--- config.mk ---
export PLATFORM = sky130hd
export DESIGN_NAME = mem_access_unit_flat
export DESIGN_NICKNAME = d
export VERILOG_FILES = /design/src/rtl/mem_access_unit_if.sv /design/src/rtl/mem_access_unit.sv /design/src/flat_wrapper.sv
export SDC_FILE = /design/constraint.sdc
export NUM_CORES = 1
export LEC_CHECK = 0
export CAP_MARGIN = 10
export CORE_MARGIN = 10
export CORE_UTILIZATION = 44
export DETAILED_ROUTE_END_ITERATION = 16
export MAX_ROUTING_LAYER = met4
export PLACE_DENSITY_LB_ADDON = 0.1
export SKIP_LAST_GASP = 1
export SYNTH_ARGS = -nofsm -noshare
export SYNTH_HDL_FRONTEND = slang
export SYNTH_SLANG_ARGS = --single-unit
--- constraint.sdc ---
create_clock -name clk -period 2.2 [get_ports clk]
set_clock_uncertainty 0.2 [all_clocks]
set_input_delay 0.33 -clock clk [delete_from_list [all_inputs] [get_ports clk]]
set_output_delay 0.33 -clock clk [all_outputs]
set_load 0.05 [all_outputs]
--- src/rtl/mem_access_unit_if.sv ---
// mem_access_unit_if: memory bus between the access unit (master) and memory (slave).
interface mem_access_unit_if;
   logic        mem_req;
   logic        mem_we;
   logic        mem_ready;
   logic [15:0] mem_addr;
   logic [15:0] mem_wdata;
   logic [15:0] mem_rdata;
   modport master (output mem_req, mem_we, mem_addr, mem_wdata, input mem_rdata, mem_ready);
   modport slave (input mem_req, mem_we, mem_addr, mem_wdata, output mem_rdata, mem_ready);
endinterface

--- src/rtl/mem_access_unit.sv ---
// mem_access_unit: LD/ST/LDI/STI sequencer with one-cycle indirection gap and per-phase bus timeout.
module mem_access_unit #(
   parameter int MAX_WAIT = 16
) (
   input  logic                     clk,
   input  logic                     rst_n,
   input  logic                     start,
   input  logic [1:0]               op,
   input  logic [15:0]              ea,
   input  logic [15:0]              st_data,
   mem_access_unit_if.master        bus,
   output logic [15:0]              mar,
   output logic [15:0]              mdr,
   output logic                     busy,
   output logic                     done,
   output logic                     err
);
   typedef enum logic [2:0] {IDLE, READ, IND, WRITE, DONE} state_t;
   localparam logic [7:0] LAST = 8'(MAX_WAIT - 1);
   state_t      state, nxt;
   logic [15:0] wdata;
   logic [1:0]  op_r;
   logic [7:0]  cnt;
   logic        phase;
   logic        timeout;
   logic        chain;
   assign timeout       = !bus.mem_ready && cnt == LAST;
   assign chain         = op_r[1] && !phase;
   assign bus.mem_req   = state == READ || state == WRITE;
   assign bus.mem_we    = state == WRITE;
   assign bus.mem_addr  = mar;
   assign bus.mem_wdata = wdata;
   assign busy          = state != IDLE;
   assign done          = state == DONE;
   always_ff @(posedge clk or negedge rst_n)
      if (!rst_n) state <= IDLE;
      else state <= nxt;
   always_comb begin
      nxt = state;
      unique case (state)
         IDLE:    nxt = start ? (op == 2'b01 ? WRITE : READ) : IDLE;
         READ:    nxt = bus.mem_ready ? (chain ? IND : DONE) : (timeout ? DONE : READ);
         IND:     nxt = op_r[0] ? WRITE : READ;
         WRITE:   nxt = (bus.mem_ready || timeout) ? DONE : WRITE;
         default: nxt = IDLE;
      endcase
   end
   // An aborting cycle only raises err; mar/mdr keep the last completed phase.
   always_ff @(posedge clk or negedge rst_n)
      if (!rst_n) begin
         mar   <= '0;
         mdr   <= '0;
         wdata <= '0;
         op_r  <= '0;
         cnt   <= '0;
         phase <= 1'b0;
         err   <= 1'b0;
      end else begin
         case (state)
            IDLE:
               if (start) begin
                  mar   <= ea;
                  wdata <= st_data;
                  op_r  <= op;
                  err   <= 1'b0;
                  cnt   <= '0;
                  phase <= 1'b0;
               end
            READ:
               if (bus.mem_ready) begin
                  mdr <= bus.mem_rdata;
                  if (chain) begin
                     mar   <= bus.mem_rdata;
                     phase <= 1'b1;
                  end
               end else if (timeout) err <= 1'b1;
               else cnt <= cnt + 8'd1;
            IND: cnt <= '0;
            WRITE:
               if (bus.mem_ready) mdr <= wdata;
               else if (timeout) err <= 1'b1;
               else cnt <= cnt + 8'd1;
            default: ;
         endcase
      end
endmodule

--- src/flat_wrapper.sv ---
// flat-port wrapper written by rule: the top's interface ports become plain ports
module mem_access_unit_flat 
#(
   parameter int MAX_WAIT = 16
)
  (clk, rst_n, start, op, ea, st_data, mar, mdr, busy, done, err, bus_mem_req, bus_mem_we, bus_mem_addr, bus_mem_wdata, bus_mem_rdata, bus_mem_ready);
  mem_access_unit_if bus_i ();
  input  logic clk;
  input  logic rst_n;
  input  logic start;
  input  logic [1:0] op;
  input  logic [15:0] ea;
  input  logic [15:0] st_data;
  output logic [15:0] mar;
  output logic [15:0] mdr;
  output logic busy;
  output logic done;
  output logic err;
  output wire logic [$bits(bus_i.mem_req)-1:0] bus_mem_req;
  output wire logic [$bits(bus_i.mem_we)-1:0] bus_mem_we;
  output wire logic [$bits(bus_i.mem_addr)-1:0] bus_mem_addr;
  output wire logic [$bits(bus_i.mem_wdata)-1:0] bus_mem_wdata;
  input wire logic [$bits(bus_i.mem_rdata)-1:0] bus_mem_rdata;
  input wire logic [$bits(bus_i.mem_ready)-1:0] bus_mem_ready;
  assign bus_mem_req = bus_i.mem_req;
  assign bus_mem_we = bus_i.mem_we;
  assign bus_mem_addr = bus_i.mem_addr;
  assign bus_mem_wdata = bus_i.mem_wdata;
  assign bus_i.mem_rdata = bus_mem_rdata;
  assign bus_i.mem_ready = bus_mem_ready;
  mem_access_unit #(.MAX_WAIT(MAX_WAIT)) u_core (.clk(clk), .rst_n(rst_n), .start(start), .op(op), .ea(ea), .st_data(st_data), .bus(bus_i), .mar(mar), .mdr(mdr), .busy(busy), .done(done), .err(err));
endmodule
* After elaboration in Yosys (flattened, before gate mapping)
Cells that the tools add are included.
** Cells by class
- Divide/modulo/power cells :: 0
- Reductions and logical operators :: 18
- $add $sub $neg :: 1
- Multiply operators :: 0
- Shift-type cells :: 0
- Bitwise operators :: 0
- Mux-type cells :: 26
- Order comparisons :: 0
- Eq/ne operators :: 13
** Operator list (number)
- 16-bit 2-to-1 mux :: 5
- 16-bit one-hot mux with 2 select lines :: 2
- 8-bit 2-to-1 mux :: 3
- 8-bit one-hot mux with 3 select lines :: 1
- 3-bit 2-to-1 mux :: 5
- 3-bit one-hot mux with 4 select lines :: 1
- 4-bit AND reduction :: 3
- 8-bit by 1-bit adder with 8-bit output, second input constant :: 1
- 8-bit by 4-bit equality test with 1-bit output, second input constant :: 1
- 2-bit inequality test, second input constant :: 4
- 3-bit by 2-bit equality test with 1-bit output, second input constant :: 2
- 2-bit by 1-bit inequality test with 1-bit output, second input constant :: 3
- 2-bit nonzero test :: 3
- 3-bit nonzero test :: 2
- 1-bit 2-to-1 mux :: 5
- 2-bit 2-to-1 mux :: 2
- 1-bit one-hot mux with 2 select lines :: 2
- 3-bit by 1-bit equality test with 1-bit output, second input constant :: 1
- 3-bit equality test, second input constant :: 1
- 3-bit logical NOT :: 1
- 3-bit AND reduction :: 1
- 2-bit by 1-bit equality test with 1-bit output, second input constant :: 1
- 1-bit logical AND :: 2
- 1-bit logical NOT :: 2
- 3 further kinds :: 4
** Storage, ports and cells
- Memory bits (writable) :: 0
- Bits in latches :: 0
- Register bits :: 63
- Memories kept :: 0
- Memory bits (read-only) :: 0
- Output and inout bits :: 69
- Bits of input ports :: 54

* Longest topological paths before layout
- Word-level depth :: 5
- Depth in mapped cells :: 7
- Mapped depth without buffers :: 6

* Worst setup path before layout
OpenSTA, ideal clock, no wires.
- Path type :: reg-to-output
- Start point :: register u_core.state[1]
- End point :: output bus_mem_we
- Cell stages (with the launch flop) :: 6
- Path buffers :: 3
- Arrival :: 1.681 ns
- Path slack :: -0.011 ns
- Data required time :: 1.670 ns
- Cells stage by stage :: dfrtp_1 buf_6 buf_2 buf_2 inv_1 nor2_1
** Between the ends
- Longest elaborated chain between the ends :: 1
** RTL lines
- start, declared :: line mem_access_unit.sv:20 : state_t state, nxt;
- start signal, assigned :: line mem_access_unit.sv:37 : else state <= nxt;
- 3-bit by 2-bit equality test with 1-bit output :: line mem_access_unit.sv:30 : assign bus.mem_we = state == WRITE;
- end, declared :: line flat_wrapper.sv:20 : output wire logic [$bits(bus_i.mem_we)-1:0] bus_mem_we;
Every way passes these cells.

* Final worst setup path
- Start point :: register u_core.wdata[13], in the netlist u_core.bus.mem_wdata[13]
- End point :: output bus_mem_wdata[13]
** RTL lines
- start, declared :: line mem_access_unit.sv:21 : logic [15:0] wdata;
- start signal, assigned :: line mem_access_unit.sv:63 : wdata <= st_data;
- end, declared :: line flat_wrapper.sv:22 : output wire logic [$bits(bus_i.mem_wdata)-1:0] bus_mem_wdata;
No word-level cell between the ends.

==> flow_summary.yaml <==
run_status:
  status: "finished, final reports clean"
final_layout:
  layout.nets: 458
  syn_to_final_growth_pct: 48.00
  antenna_cells: 0
  drive_gt1_share_pct: 16.42
  instances_no_fill: 504
critical_path:
  setup.worst_path.end_class: "primary output"
  critPathLaunch: "u_core.bus.mem_wdata[13]$_DFFE_PN0P_"
  max_stage_delay_ns: 0.83
  crit_chain: "clkdlybuf4s50_1"
  r2r-start: "u_core.cnt[5]$_DFFE_PN0P_"
  path_class: "reg2out"
  arrival_ns: 1.58
  cp-start-kind: "flip-flop"
  worst-path-buf-inv: 1
  worstPathRequired_ns: 1.67
  cp_max_fo: 3
  critical-path-top-delay-family: "buffers and inverters"
  cpMaxStageDelayCell: "clkdlybuf4s50_1"
synth:
  yosysTopAreaCell: "dfrtp_1"
  ys_ff_latch: 63
  synth-seq-area-share_pct: 50.36
  yosys_most_used_dff: "dfrtp_1"
  synth_edf_count: 0
  syn_nets: 339
  async_flop_share_pct: 100.0
  synthCells: 284
  netlist_top_cells_area: "dfrtp_1 (50%), mux2i_1 (10%), mux2_4 (4.3%)"
  synth_top_area_share_pct: 50.36
  yosysUniqueCellTypes: 40
  synthesis.area_mm2: 0.003131
  ys_warn_count: 0
  syn_avg_cell_area_um2: 11.02
die:
  rows: 30
  io_pins: 123
  fp.dieW_um: 104.4
  start_util_pct: 45.57
  dieArea_mm2: 0.01089
  core_mm2: 0.006869
  chipHeight_um: 104.4
timing:
  period_minus_slack_ns: 2.111
  min_period_over_period_pct: 95.94
  fin_tns_setup_ns: 0
  hold_viol_final: 0
  worstMarginPinSlew_ns: 0.5543
  setup_viol: 0
  drv_slew: 0
  rsz0062_at_grt: "no"
  relSlewSlack_pct: 62.93
  fmax_mhz: 473.8
routing:
  drtAntennaViolNets: 0
  route.detailed.drc: 0
  wire_per_inst_um: 17.45
  vias_per_cell: 4.998
  drt_wl_total_um: 8794
  routed-via-count: 2519
  drtIter0Drc: 88
  drt_pass1_iterations: 4
global_route:
  grt_pass1_wl_um: 14370
  antenna_found_initial: 0
  grt_pass1_vias: 2645
  grt_usage_pct: 16.87
  grt-ovfl-total: 0
  grt_max_degree: 34
power_and_ir_drop:
  p_leak_nw: 1.975
  peakVddDrop_mv: 0.9472
  total_power_w: 0.008745
  p_per_area_mw_per_mm2: 1888
placement:
  placed_cells: 487
  place.gp.congestion: 0.8051
  dp_hpwl_um: 6699
  io_buffers: 122
clock_network:
  cts_sinks: 63
  htreeDepth: 3
  path_clk_slew_ns: 0.07
  cts_tree: "built"
  clockRootBuffer: "clkbuf_8"
  ctsHoldBuffers: 1
  clk_latency_ns: 0.34
  cts_resized: 0
  numCtsBuffers: 9
  cts_setup_buffers: 0
  cts_buffer_depth: 2
run:
  max-cap-violations: 0
hold_path:
  hold_class: "in2async"
## metrics by stage
stage                     utilization (%)  area, um^2  setup WS (ns)  hold slack (ns)
after floorplan                         -        3133         0.2021          -0.1656
after global placement              64.74        4447       -0.03875         -0.06583
after detailed placement            64.74        4447       -0.07302         -0.06588
after CTS                           67.45        4633        0.07745          0.09991
after global routing                67.45        4633        0.05586           0.1195
final                               67.45        4633        0.08940           0.1037
## flip-flops by register name, indices dropped and copies added, names as in the netlist
name,count
u_core.bus.mem_addr,16
u_core.bus.mem_wdata,16
u_core.cnt,8
u_core.err,1
u_core.mdr,16
u_core.op_r,2
u_core.phase,1
u_core.state,3
## cells in the mapped netlist, types with 2 or more instances
library cell / n
buf_6: 6
mux2i_1: 32
nor2_1: 30
a21oi_1: 10
mux2_4: 9
nand3_1: 6
buf_2: 3
o21ai_0: 23
inv_1: 6
nand2_1: 23
mux2_2: 8
dfrtp_1: 63
and3_1: 3
buf_4: 17
nand4_1: 2
a22o_1: 3
nor3_1: 2
a21oi_2: 8
o31ai_1: 3
clkbuf_1: 4
nand2b_1: 3
a31oi_1: 2
## metal layers
metal / share of wire, % / routed length [um] / track usage, % / up-vias
met3: 5.3 / 469 / 4.213 / 17
met1: 42 / 3675 / 19.48 / 1205
li1: - / - / - / 1220
met5: 0 / 0 / - / -
met2: 51 / 4510 / 27.53 / 77
met4: 1.6 / 139 / 6.561 / 0
## layout by cell type, fill, tap and decap left out, types with 2 or more instances in the layout
cell	count
mux2i_1	32
nand3_1	6
dfrtp_1	63
inv_1	6
clkbuf_8	11
buf_4	11
o21ai_0	23
nand2b_1	3
a31oi_1	2
mux2_2	8
nor3_1	2
clkinv_2	2
nand4_1	2
mux2_4	9
buf_12	8
a22o_1	3
clkbuf_1	2
and3_1	3
nor2_1	29
clkdlybuf4s50_1	117
o31ai_1	3
a21oi_1	10
a21oi_2	8
nand2_1	23
## worst paths after layout
kind / endpoint / slack (ns) / cells past startpoint
worst max-delay path: bus_mem_wdata[13] / 0.09 / 1
worst min-delay path: u_core.bus.mem_addr[2]$_DFFE_PN0P_ / 0.10 / 2
worst max register to register: u_core.cnt[3]$_DFFE_PN0P_ / 0.17 / 4
worst min register to register: u_core.mdr[8]$_DFFE_PN0P_ / 0.28 / 2
max in group asynchronous: u_core.cnt[4]$_DFFE_PN0P_ / 1.10 / 3
min in group clk: u_core.mdr[8]$_DFFE_PN0P_ / 0.28 / 2
## worst reg2reg max path, stage by stage (launching register included)
cell      delay (ns)
dfrtp_1         0.45
or4_4           0.58
nor3_4          0.28
or2_2           0.24
o311ai_0        0.15
## report_power, final
| part | internal [W] | switching, W | leakage [nW] |
|---|---|---|---|
| registers | 0.00170 | 0.000409 | 0.760 |
| logic | 0.00215 | 0.00358 | 1.13 |
| clock network | 0.000467 | 0.000446 | 0.0894 |
| total | 0.00431 | 0.00443 | 1.97 |
## final cells by class
| cell class | count | area (um^2) |
|---|---|---|
| clock buffer | 13 | 158.9 |
| clock inverter | 3 | 17.52 |
| fill | 541 | 2236 |
| inverter | 7 | 26.28 |
| multi-input combinational | 184 | 1305 |
| sequential | 63 | 1577 |
| tap | 96 | 120.1 |
| timing repair buffer | 138 | 1429 |
## cell families (layout without fill, tap and decap cells)
group                    count (synthesis)  count (layout)  synth area share [%]
multiplexers                            49              49                 17.43
AND/OR/NAND/NOR                         78              78                 11.99
buffers and inverters                   37             161                 8.033
flip-flops                              63              63                 50.36
adder cells (fa/ha/maj)                  1               1                0.3996
AO/OA/AOI/OAI                           56              56                 11.79
(Power assumes the default switching activity.)
